`src/rtl/demux_pkg.sv`:
```
// Shared constants and mode encoding for the 1-to-16 receive demultiplexer.
package demux_pkg;
  localparam int CH = 16;
  localparam int SW = $clog2(CH);

  typedef enum logic {
    MODE_TDM  = 1'b0,
    MODE_ADDR = 1'b1
  } mode_e;
endpackage

```
`src/rtl/decoder_4x16.sv`:
```
// Combinational one-hot write-enable decoder; all-zero when disabled.
module decoder_4x16
  import demux_pkg::*;
(
  input  logic [SW-1:0] i_idx,
  input  logic          i_en,
  output logic [CH-1:0] o_we
);
  always_comb begin
    o_we = '0;
    if (i_en) o_we[i_idx] = 1'b1;
  end
endmodule

```
`src/rtl/demux_1x16_tdm.sv`:
```
// Registered 1-to-16 demux: addressed bit writes or LSB-first TDM frame assembly.
// All outputs registered, 1-cycle latency; no backpressure, din_valid gates every update.
module demux_1x16_tdm
  import demux_pkg::*;
(
  input  logic          clk,
  input  logic          rst_n,
  input  logic          din,
  input  logic          din_valid,
  input  logic          sof,
  input  logic          mode,
  input  logic [SW-1:0] sel,
  output logic [CH-1:0] y,
  output logic [SW-1:0] slot,
  output logic          frame_valid,
  output logic          err_short
);
  logic [CH-1:0] r_shadow;
  logic [CH-1:0] r_y;
  logic [SW-1:0] r_slot;
  logic          r_frame_valid;
  logic          r_err_short;

  logic          w_tdm;
  logic          w_last;
  logic [SW-1:0] w_idx;
  logic [CH-1:0] w_we;
  logic [CH-1:0] w_din_word;
  logic [CH-1:0] w_shadow_nxt;
  logic [CH-1:0] w_y_addr_nxt;

  assign w_tdm  = (mode_e'(mode) == MODE_TDM);
  assign w_last = (r_slot == SW'(CH - 1));
  // sof always lands in slot 0, whatever the counter currently says
  assign w_idx  = w_tdm ? (sof ? '0 : r_slot) : sel;

  decoder_4x16 u_dec (
    .i_idx (w_idx),
    .i_en  (din_valid),
    .o_we  (w_we)
  );

  assign w_din_word   = din ? w_we : '0;
  assign w_shadow_nxt = (r_shadow & ~w_we) | w_din_word;
  assign w_y_addr_nxt = (r_y & ~w_we) | w_din_word;

  always_ff @(posedge clk or negedge rst_n) begin
    if (!rst_n) begin
      r_shadow      <= '0;
      r_y           <= '0;
      r_slot        <= '0;
      r_frame_valid <= 1'b0;
      r_err_short   <= 1'b0;
    end else begin
      r_frame_valid <= 1'b0;
      r_err_short   <= 1'b0;
      if (!w_tdm) begin
        r_slot <= '0;
        if (din_valid) r_y <= w_y_addr_nxt;
      end else if (din_valid) begin
        r_shadow <= w_shadow_nxt;
        if (sof) begin
          r_slot      <= SW'(1);
          r_err_short <= (r_slot != '0);
        end else if (w_last) begin
          // publish the whole word at once, including this cycle's bit 15
          r_y           <= w_shadow_nxt;
          r_frame_valid <= 1'b1;
          r_slot        <= '0;
        end else begin
          r_slot <= r_slot + SW'(1);
        end
      end
    end
  end

  assign y           = r_y;
  assign slot        = r_slot;
  assign frame_valid = r_frame_valid;
  assign err_short   = r_err_short;
endmodule

```
`config.mk`:
```
export PLATFORM = sky130hd
export DESIGN_NAME = demux_1x16_tdm
export DESIGN_NICKNAME = d
export VERILOG_FILES = /design/src/rtl/demux_pkg.sv /design/src/rtl/decoder_4x16.sv /design/src/rtl/demux_1x16_tdm.sv
export SDC_FILE = /design/constraint.sdc
export NUM_CORES = 1
export LEC_CHECK = 0
export CAP_MARGIN = 20
export CORE_MARGIN = 4
export CORE_UTILIZATION = 49
export CTS_BUF_LIST = sky130_fd_sc_hd__clkbuf_16
export DETAILED_ROUTE_END_ITERATION = 6
export PLACE_DENSITY = 0.76
export SLEW_MARGIN = 20
export SYNTH_ARGS = -nofsm -noshare
export SYNTH_HDL_FRONTEND = slang
export SYNTH_HIERARCHICAL = 1
export SYNTH_SLANG_ARGS = --single-unit
```
`constraint.sdc`:
```
create_clock -name clk -period 1.9 [get_ports clk]
set_input_delay 0.38 -clock clk [delete_from_list [all_inputs] [get_ports clk]]
set_output_delay 0.38 -clock clk [all_outputs]
set_load 0.02 [all_outputs]
```
==> results of run 1 <==
## layout by cell type (no fill, tap or decap), types with 4 or more instances in the layout
cell type,synthesis,layout
mux2_2,5,5
nor2_1,14,6
a21oi_1,5,5
mux2i_1,11,11
a32oi_1,16,16
nor2_2,0,8
clkbuf_16,0,5
dfrtp_1,38,37
nand2_1,24,23
buf_4,1,35
o2111ai_1,16,15
o221a_1,5,5
o221ai_1,5,5
inv_1,31,31
o221a_2,6,6
nand3b_1,4,4
clkdlybuf4s50_1,0,27
## metal layers
metal	global-route usage, %	part of all wire [%]	routed length [um]	vias to the layer above
met5	0	0	0	-
met3	4.27	4.5	253	14
met2	34.7	50	2790	56
met1	27.7	44	2460	990
met4	11.5	2.0	114	0
li1	-	-	-	950
## Yosys cell counts, types with 4 or more instances
cell | instances | area share, %
o221a_1 | 5 | 2.6
dfrtp_1 | 38 | 43
nand2_1 | 24 | 4.1
mux2_2 | 5 | 2.6
mux2i_1 | 11 | 5.0
a32oi_1 | 16 | 6.4
o2111ai_1 | 16 | 6.4
clkbuf_1 | 8 | 1.4
inv_1 | 31 | 5.3
nand3b_1 | 4 | 1.4
o221a_2 | 6 | 3.1
nor2_1 | 14 | 2.4
a21oi_1 | 5 | 1.1
buf_2 | 7 | 1.6
o221ai_1 | 5 | 2.0
## logic make-up (layout without fill, tap and decap cells)
family / count (synthesis) / after routing
compound gates: 61 / 61
flops: 38 / 38
fa+ha+maj: 2 / 2
simple gates: 61 / 61
buf+inv: 51 / 105
mux: 16 / 16
## power by group through the flow
stage	Combinational [mW]	Clock [mW]	Sequential, mW
2_1_floorplan	0.228	0	1.06
3_3_place_gp	0.527	0	0.988
3_5_place_dp	0.540	0	0.994
4_1_cts	0.549	0.800	0.980
5_1_grt	0.605	0.839	0.993
6_report	0.557	0.789	0.980
## worst register-to-register path: stages (launching register included)
cell and delay [ns]:
dfrtp_1 0.43, inv_1 0.12, o31ai_4 0.38, nand2b_2 0.29, nor2_1 0.08, nand2_1 0.07
mux2_2 0.33
## area by class of cell
type | count | area [um^2] | area share, %
Clock inverter | 2 | 10.0 | 0.337
Sequential cell | 38 | 952 | 32.0
Timing Repair Buffer | 67 | 587 | 19.7
Clock buffer | 5 | 125 | 4.21
Multi-Input combinational cell | 140 | 1120 | 37.6
Tap cell | 52 | 65.1 | 2.19
Inverter | 31 | 116 | 3.92
## stage by stage
step	worst slack [ns]	std cells	hold WS [ns]	util [%]
floorplan	0.00372	229	0.0844	-
global placement	-0.436	327	0.461	63.2
detailed placement	-0.511	327	0.463	63.2
CTS	-0.0609	334	0.163	67.0
global route	-0.00284	335	0.187	68.2
finish	0.0837	335	0.143	68.2
## repair_timing
action / CTS / global route
endpoints found under the setup margin: 33 / 32
resized for setup: 7 / 17
hold endpoints to repair: 0 / 0
pin swaps: 0 / 7
setup buffers: 0 / 1
## worst max-delay path by stage
stage,to,from,cells after the start,slack (ns)
floorplan,r_shadow[13],mode,7,0.004
global placement,r_shadow[12],mode,7,-0.44
detailed placement,flop,mode,7,-0.51
CTS,r_shadow[14],mode,8,-0.06
global route,flop,sel[3],8,-0.003
finish,flop,sel[3],8,0.08
==> results.cfg, run 1 <==
[timing]
finClkSkew_ns = 0.00307
finalMaxSlewViolations = 0
setup_tns_ns = 0
final_hold_viol_count = 0
setup_viol = 0
fin_crit_ns = 1.82
worst_slew_pin_slew_ns = 0.484
post-route-period-util_pct = 95.6
fmax_mhz = 551
slew_headroom_pct = 67.7

[worst_setup_path]
reg2reg_depth = 6
r2r_slack_ns = 0.10
max_stage_delay_ns = 0.42
path_buf_inv = 2
critPathKind = in2reg
path_cells = clkdlybuf4s50_1, nand2_1, o21ai_1, buf_4, or3b_4, nor3_4, o2111ai_2, o221a_2
critPathMaxFanout = 4
start_kind = input port
crit_path_end_kind = flop
cpLargestDelayFamily = simple AND/OR/NAND/NOR gates
cp_data_required_time_ns = 2.07
slowest_stage = or3b_4
r2r-end = r_shadow[14]
arrival_ns = 1.99
r2r-start = slot[0]

[logic_synthesis]
synth-edff-count = 0
netlist_area_mm2 = 0.00220
synth_ff_type = dfrtp_1
ys_ff_latch = 38
muxShareOfSynthArea_pct = 7.56
synth_adder_area_share_pct = 1.14
synth_compound_area_share_pct = 24.3
synth_nets = 241
synthDistinctLibCells = 35
synth_xor_area_share_pct = 0
synth_seq_area_share_pct = 43.2
yosys_warnings = 6
synth_top_family_by_area = compound AO/OA/AOI/OAI gates
syn_area_per_cell_um2 = 9.62
synth-async-reset-ratio_pct = 100
synth-simple-area-share_pct = 13.9
postSynthCellCount = 229

[power]
p_sw_share_pct = 28.9
share_seq_of_total_power_pct = 42.1
power_density_mw_per_mm2 = 783
total_power_mw = 2.33
p_int_mw = 1.65
p_leak_nw = 1.37
clock_power_share_pct = 33.9
p_sw_mw = 0.672
vdd_drop_max_mv = 0.455
combPwrFrac_pct = 24.0

[routing]
drt_pass1_iterations = 4
wl_per_cell_um = 16.8
drtAntennaViolNets = 0
first_iter_violations = 156
remaining_drc_errors = 0
via_per_inst = 6.00
vias = 2010
wl_um = 5610

[global_route]
grt_max_degree = 39
grtUsageTotal_pct = 21.7
overflow = 0
first_global_vias = 2005
grt_pass1_wl_um = 9350
antenna_found_initial = 0

[floorplanning]
die_width_um = 75.0
die_area_mm2 = 0.00563
io_pins = 32
die_y_um = 75.0
rows = 24
core_area_mm2 = 0.00435
start_util_pct = 50.6

[clock_network]
cts_hold_buf = 0
cts_sinks = 38
tritoncts = yes
clkLatencyLatePin_ns = 0.28
ctsHtreeMaxLevel = 2
clk_pin_slew_ns = 0.05
clk_path_buf_depth = 2
cts-buffers-inserted = 5
cts_root_buf = clkbuf_16

[place]
hpwl_um = 3750
gp_congestion = 0.826
placed_area_mm2 = 0.00275
portBuffers = 31

[layout]
drive_gt1_share_pct = 27.6
final_area_mm2 = 0.00297
nNetsFinal = 295
fillers = 344
antenna_cells = 0
synthToLayoutAreaGrowth_pct = 34.9

[flow_run]
drv_cap = 0

[status]
outcome = completed

[min_path]
hold_class = in2async
Power figures use the tool's default switching activity.
==> inputs of run 2 (changes only) <==
- CORE_ASPECT_RATIO: default -> 0.5
==> run 2 against run 1 <==
Against the previous run: fmax shrank 4.0%; highest routed layer unchanged; worst setup slack got worse by 0.076 ns; sequential power hardly changed; largest power group unchanged; first-iteration DRC count shrank 13%; cell count is 2.4% higher.
==> results.cfg, run 2 (synthesized netlist as in run 1, its figures left out) <==
[status]
outcome = completed

[clock_network]
tritoncts = yes
cts_hold_buf = 0
cts-buffers-inserted = 5
clkLatencyLatePin_ns = 0.28
clk_pin_slew_ns = 0.06
cts_sinks = 38
ctsHtreeMaxLevel = 2
cts_root_buf = clkbuf_16
clk_path_buf_depth = 2

[timing]
setup_viol = 0
fmax_mhz = 528
hold_slack_ns = 0.0627
fin_ws_ns = 0.00771
post-route-period-util_pct = 99.6
final_hold_viol_count = 0
finalMaxSlewViolations = 0
fin_crit_ns = 1.89
finClkSkew_ns = 0.00448
rsz0062_at_grt = true
slew_headroom_pct = 66.4
worst_slew_pin_slew_ns = 0.504

[worst_setup_path]
r2r_slack_ns = 0.10
crit_path_end_kind = flop
arrival_ns = 2.06
cp_data_required_time_ns = 2.07
critPathMaxFanout = 5
crit_start = sof
r2r-start = slot[0]
reg2reg_depth = 7
start_kind = input port
r2r-end = r_shadow[14]
critPathKind = in2reg

[routing]
wl_per_cell_um = 18.0
remaining_drc_errors = 0
vias = 2127
wl_um = 6180
drt_pass1_iterations = 5
drtAntennaViolNets = 0
via_per_inst = 6.20
first_iter_violations = 135

[layout]
final_cell_mix = 41 x buf_4, 37 x dfrtp_1, 31 x inv_1, 29 x clkdlybuf4s50_1, 23 x nand2_1
final_area_mm2 = 0.00304
synthToLayoutAreaGrowth_pct = 38.0
fillers = 275
final_common_cell = buf_4
nNetsFinal = 301
final_util_pct = 74.0
drive_gt1_share_pct = 28.0
antenna_cells = 0

[global_route]
grt_pass1_wl_um = 9970
antenna_found_initial = 0
overflow = 0
first_global_vias = 2046
grtUsageTotal_pct = 21.7
grt_max_degree = 25

[floorplanning]
die_width_um = 103
core_area_mm2 = 0.00410
rows = 16
io_pins = 32
die_y_um = 55.4
start_util_pct = 53.7
die_area_mm2 = 0.00570

[power]
total_power_mw = 2.49
power_density_mw_per_mm2 = 819
p_leak_nw = 1.38
vdd_drop_max_mv = 0.367

[place]
hpwl_um = 4050
place_ws_ns = -0.500
placed_area_mm2 = 0.00281
gp_congestion = 0.871
portBuffers = 31

[flow_run]
drv_cap = 0

[min_path]
hold_class = in2async
==> run 2: changes by cell type in the layout (fill, tap and decap cells not counted), moves of 2 or more <==
cell	before	now
clkdlybuf4s50_1	27	29
nor2_1	6	9
clkinv_2	2	0
dlymetal6s2s_1	3	0
buf_4	35	41
nor2_2	8	4
==> run 2: final cells by class <==
type	instances	area, um^2	area share [%]
clock buffer	5	125	4.12
clock inverter	2	33.8	1.11
inverter	31	116	3.83
multi-input combinational	140	1110	36.6
sequential	38	952	31.3
tap	54	67.6	2.22
timing repair buffer	73	632	20.8
==> run 2: worst max-delay path: stages <==
cell and delay (ns):
clkdlybuf4s50_1 0.47, buf_4 0.16, o21ai_2 0.10, or3b_4 0.43, nor2_1 0.22, o2111ai_1 0.15
o221a_2 0.15
==> run 2: worst min-delay path by stage <==
stage                                            end  cells after the start  startpoint
after floorplan           asynchronous set/reset pin                      0       rst_n
after global placement                       slot[3]                      1       rst_n
after detailed placement                     slot[0]                      1       rst_n
after CTS                                r_shadow[5]                      1       rst_n
after global routing                         slot[0]                      1       rst_n
final                                        slot[0]                      1       rst_n
==> run 2: stage by stage <==
stage	cells	setup TNS, ns
CTS	341	0
floorplan	229	0
global placement	334	-8.65
detailed placement	334	-11.01
global route	343	-0.290
finish	343	0
==> run 2: layer usage <==
layer / GRT usage (%) / vias to the layer above / part of all wire, %
li1: - / 964 / -
met1: 31.7 / 1045 / 45
met2: 32.6 / 109 / 47
met3: 4.15 / 9 / 7.5
met4: 6.27 / 0 / 1.4
met5: 0 / - / 0
==> run 2: power breakdown <==
part	switching (mW)	total, mW	internal [mW]
sequential	0.0699	0.983	0.913
combinational	0.297	0.570	0.274
clock	0.328	0.935	0.608
==> run 2: timing repair <==
action / 4_1_cts / 5_1_grt
endpoints found under the setup margin: 26 / 16
gates cloned: 0 / 0
setup buffers: 0 / 2
gates resized for setup: 10 / 9
pin swaps: 1 / 3
==> RTL change 1, RTL diff (flow settings as in run 2) <==
`CH`: 16 -> 32.
--- a/src/rtl/demux_pkg.sv
+++ b/src/rtl/demux_pkg.sv
@@ -1,6 +1,6 @@
 // Shared constants and mode encoding for the 1-to-16 receive demultiplexer.
 package demux_pkg;
-  localparam int CH = 16;
+  localparam int CH = 32;
   localparam int SW = $clog2(CH);
 
   typedef enum logic {
Ports: changed (resized sel, slot and y); port bits go from 32 to 50. The function was not compared with the original's and may differ.
==> RTL change 1 against run 2 <==
The flow now finishes with violations (negative setup slack). Die area up 70%. Final area up 90%. Area after synthesis up 80%. Non-clock buffer count up 57. Combinational power down 3%. Routed wire length up 87%. Total power up 47%. Count of clock-buffer cells in the layout up 4. Highest routed layer unchanged. Register-to-register slack worse by 210 ps. Setup slack worse by 120 ps. Sequential cell count up 33.
==> RTL change 1: results (changes against run 2) <==
The global placer's final weighted congestion is 0.862 (was 0.871). The final net count was 527 (was 301). The multi-input logic cell count came out at 286 (was 140). The checks that failed: negative setup slack. The routed length on met2 came out at 5650 µm (was 2880 µm).

The count of clock tree sinks came out at 71 (was 38). The met1 layer usage reported by global route came out at 0.317 (about the same). The smallest setup slack after layout came out at -109 ps (was 7.71 ps). Synth cell count leaders: 71 x dfrtp_1, 44 x nand2_1, 37 x nor2_1 (was 38 x dfrtp_1, 31 x inv_1, 24 x nand2_1). The met3 usage in global routing came out at 0.0547 (was 0.0415).

The count of unique library cells instantiated by Yosys came out at 34 (was 35). The met3 routed wirelength is 687 µm (was 464 µm). The level count of the clock H-tree came out at 3 (was 2). The area fraction in compound gates after synthesis is 0.165 (was 0.243). The synthesized area per cell came out at 9.74 µm² (was 9.62 µm²).

The ratio of cells with drive above 1 in the final layout came out at 0.359 (was 0.280). The count of non-CTS buffers in the layout came out at 130 (was 73). The combined global-route utilization of all metal layers is 0.244 (was 0.217). The portion of netlist area occupied by mux cells is 0.0909 (was 0.0756).

The count of inverters other than clock inverters in the layout is 15 (was 31). Status: finished with violations (was completed). The detailed-route wire length on metal 1 is 5040 µm (was 2750 µm). Synth area leaders: dfrtp_1 45%, mux2_2 6.8%, o211ai_1 6.1% (was dfrtp_1 43%, a32oi_1 6.4%, o2111ai_1 6.4%). The average routed wire per standard cell came out at 18.5 µm (was 18.0 µm). The slew of the pin with the lowest slew margin came out at 378 ps (was 504 ps). The relative area of non-clock buffer cells in the final design came out at 0.206 (was 0.208). The instance count after placement with tap cells included came out at 606 (was 334). The DRC violation total after the first TritonRoute iteration came out at 310 (was 135).

The highest cell delay on the worst timing path was 600 ps (was 470 ps). The insertion delay of the later-clocked pin in the worst-skew pair came out at 330 ps (was 280 ps). The vias after detailed routing is 3724 (was 2127). The post-synth net total came to 421 (was 241). The worst reg-to-reg path cell count is 6 (was 7). The maximum fanout count along the critical path came to 4 (was 5). The final clock skew came out at 2.83 ps (was 4.48 ps).

The share of the final layout cell area in multi-input gates came out at 0.409 (was 0.366). The clock network area share is 0.0446 (was 0.0523). The number of buffers inserted to repair setup after CTS is 5 (was 0). The number of global-route vias before repair is 3765 (was 2046). The worst voltage drop across the vdd grid was 0.525 mV (was 0.367 mV). The final setup violation count is 34 (was 0).

The worst-path cell with the longest stage delay was or4b_4 (was clkdlybuf4s50_1).
## RTL change 1: cell types whose count changed after synthesis, moves of 19 or more
cell | before | now
a221o_1 | 0 | 20
dfrtp_1 | 38 | 71
mux2_2 | 5 | 24
nand2_1 | 24 | 44
nand2b_1 | 3 | 35
nor2_1 | 14 | 37
nor3b_1 | 0 | 22
o211ai_1 | 0 | 32
## RTL change 1: per-stage QoR
step	instance area [µm²]	worst slack (ps)	setup TNS [ps]	power (mW)
floorplan	4260	-328	-5860	1.94
global placement	5260	-606	-31500	2.12
detailed placement	5260	-652	-34080	2.14
CTS	5690	-118	-463	3.64
global route	5780	-197	-5170	3.79
finish	5780	-109	-1300	3.66
## RTL change 1: cells by family after synthesis
group | count (synthesis)
buf+inv | 50
fa+ha+maj | 3
simple gates | 170
compound gates | 81
flops | 71
mux | 32
## RTL change 1: report_power, final
part	internal [mW]	total (mW)	switching, mW
combinational	0.254	0.552	0.298
sequential	1.58	1.62	0.0360
clock	0.859	1.49	0.633
total	2.69	3.66	0.967
==> RTL change 2, RTL diff (config.mk and constraints of run 2) <==
Without the edit above. Add an input register stage for `din`, `din_valid`, `sof`, `mode` and `sel`, with the module's reset; this delays them by one clock. Comments in the files are not updated.
--- a/src/rtl/demux_1x16_tdm.sv
+++ b/src/rtl/demux_1x16_tdm.sv
@@ -15,6 +15,29 @@
   output logic          frame_valid,
   output logic          err_short
 );
+
+  logic din_q;
+  logic din_valid_q;
+  logic sof_q;
+  logic mode_q;
+  logic [SW-1:0] sel_q;
+
+  always_ff @(posedge clk or negedge rst_n) begin
+    if (!rst_n) begin
+      din_q       <= '0;
+      din_valid_q <= '0;
+      sof_q       <= '0;
+      mode_q      <= '0;
+      sel_q       <= '0;
+    end else begin
+      din_q       <= din;
+      din_valid_q <= din_valid;
+      sof_q       <= sof;
+      mode_q      <= mode;
+      sel_q       <= sel;
+    end
+  end
+
   logic [CH-1:0] r_shadow;
   logic [CH-1:0] r_y;
   logic [SW-1:0] r_slot;
@@ -29,18 +52,18 @@
   logic [CH-1:0] w_shadow_nxt;
   logic [CH-1:0] w_y_addr_nxt;
 
-  assign w_tdm  = (mode_e'(mode) == MODE_TDM);
+  assign w_tdm  = (mode_e'(mode_q) == MODE_TDM);
   assign w_last = (r_slot == SW'(CH - 1));
   // sof always lands in slot 0, whatever the counter currently says
-  assign w_idx  = w_tdm ? (sof ? '0 : r_slot) : sel;
+  assign w_idx  = w_tdm ? (sof_q ? '0 : r_slot) : sel_q;
 
   decoder_4x16 u_dec (
     .i_idx (w_idx),
-    .i_en  (din_valid),
+    .i_en  (din_valid_q),
     .o_we  (w_we)
   );
 
-  assign w_din_word   = din ? w_we : '0;
+  assign w_din_word   = din_q ? w_we : '0;
   assign w_shadow_nxt = (r_shadow & ~w_we) | w_din_word;
   assign w_y_addr_nxt = (r_y & ~w_we) | w_din_word;
 
@@ -56,10 +79,10 @@
       r_err_short   <= 1'b0;
       if (!w_tdm) begin
         r_slot <= '0;
-        if (din_valid) r_y <= w_y_addr_nxt;
-      end else if (din_valid) begin
+        if (din_valid_q) r_y <= w_y_addr_nxt;
+      end else if (din_valid_q) begin
         r_shadow <= w_shadow_nxt;
-        if (sof) begin
+        if (sof_q) begin
           r_slot      <= SW'(1);
           r_err_short <= (r_slot != '0);
         end else if (w_last) begin
Function: changed (a bounded check fails within 4 cycles, from zero or initial values and one cycle with rst_n low).
==> RTL change 2 against run 2 <==
Sequential power increased by 19%. Routed wire length increased by 2.8%. Utilization decreased by 4.2 points. Maximum frequency decreased by 1.5%. Highest routed layer unchanged. Register-to-register slack got worse by 120 ps. Final area increased by 14%. Cell count increased by 9.9%. Critical path type is now register to register. Setup slack got worse by 29 ps. Largest cell class unchanged. Sequential share of layout area increased by 1.9 points. Total power increased by 4.6%. Sequential cell count increased by 8. The run now ends with negative setup slack left. Synthesized cell count increased by 9.6%. Area after synthesis increased by 14%.
==> RTL change 2: results (changes against run 2) <==
Status: finished with violations (was completed). The final reports fail on negative setup slack. The final clock skew is 3.73 ps (was 4.48 ps). The slew of the pin with the lowest slew margin is 480 ps (was 504 ps).

The count of non-CTS buffers in the layout was 67 (was 73). The count of clock tree sinks is 46 (was 38). The internal power of the cells came out at 1.87 mW (was 1.79 mW). The met3 routed wirelength is 283 µm (was 464 µm). The area growth from synthesis to layout was 37.5% (was 38.0%). The vias after detailed routing came out at 2162 (was 2127). The maximum fanout count along the critical path is 6 (was 5). The instance area at placement came out at 3160 µm² (was 2810 µm²).

The total negative setup slack came to -21.1 ps (was 0 ps). The count of inverters other than clock inverters in the layout is 20 (was 31). The worst-path cell with the longest stage delay was dfrtp_2 (was clkdlybuf4s50_1). The proportion of cell area occupied by registers was 0.333 (was 0.313). The met3 usage in global routing came to 0.0405 (was 0.0415). The estimated wirelength of the detail-placed design came to 4230 µm (was 4050 µm).

The filler cell count in the final layout came out at 343 (was 275). The global placer's final weighted congestion is 0.821 (was 0.871). The wire length of the first global-routing pass came out at 10300 µm (was 9970 µm). The multi-input combinational cell area is 1380 µm² (was 1110 µm²). The final net count came out at 318 (was 301). The relative area of non-clock buffer cells in the final design came out at 0.182 (was 0.208). The sequential fraction of the synthesis area is 0.457 (was 0.432). The clock network area share came to 0.0394 (was 0.0523). The instance count after placement with tap cells included is 366 (was 334). The number of cells produced by synthesis was 251 (was 229). The DRC violation total after the first TritonRoute iteration came out at 91 (was 135). The final setup violation count is 1 (was 0).

The net switching fraction of the power came out at 0.281 (was 0.279). The iteration count of the initial detailed-routing pass is 4 (was 5). The combined global-route utilization of all metal layers is 0.203 (was 0.217). The highest cell delay on the worst timing path was 440 ps (was 470 ps).

The smallest setup slack after layout is -21.1 ps (was 7.71 ps). The number of standard cells in the layout, taps in and fillers out came out at 377 (was 343). The detailed-route wire length on metal 1 is 3000 µm (was 2750 µm). The kind of start point of the critical path is a register (was primary input).
==> RTL change 2: cell count changes after synthesis, moves of 8 or more <==
cell,before,now
a21boi_0,0,14
a32oi_1,16,2
nor3b_1,0,14
o2111ai_1,16,2
a311oi_1,0,13
nor2b_1,2,15
o32a_1,0,13
inv_1,31,19
dfrtp_1,38,46
==> RTL change 2: kinds of logic after synthesis <==
group	after synthesis	share of synthesized area
and+or+nand+nor	87	0.191
AOI/OAI and AO/OA	61	0.200
adders and majority gates	2	0.00994
buffers and inverters	39	0.0765
muxes	16	0.0646
DFF	46	0.457
==> RTL change 2: how the worst max path moves through the flow <==
stage	endpoint	depth (start not counted)	slack [ps]
floorplan	r_shadow[0]	10	-180
global route	register	7	-90
global placement	register	8	20
detailed placement	register	6	-10
CTS	register	6	-10
finish	register	7	-20
==> RTL change 2: what timing repair did <==
action                                 CTS  global route
resized for setup                        4            30
endpoints found under the hold margin    0             0
buffers inserted                         0             3
hold buffers                             0             0
setup endpoints to repair                7            17
pin swaps                                0            11
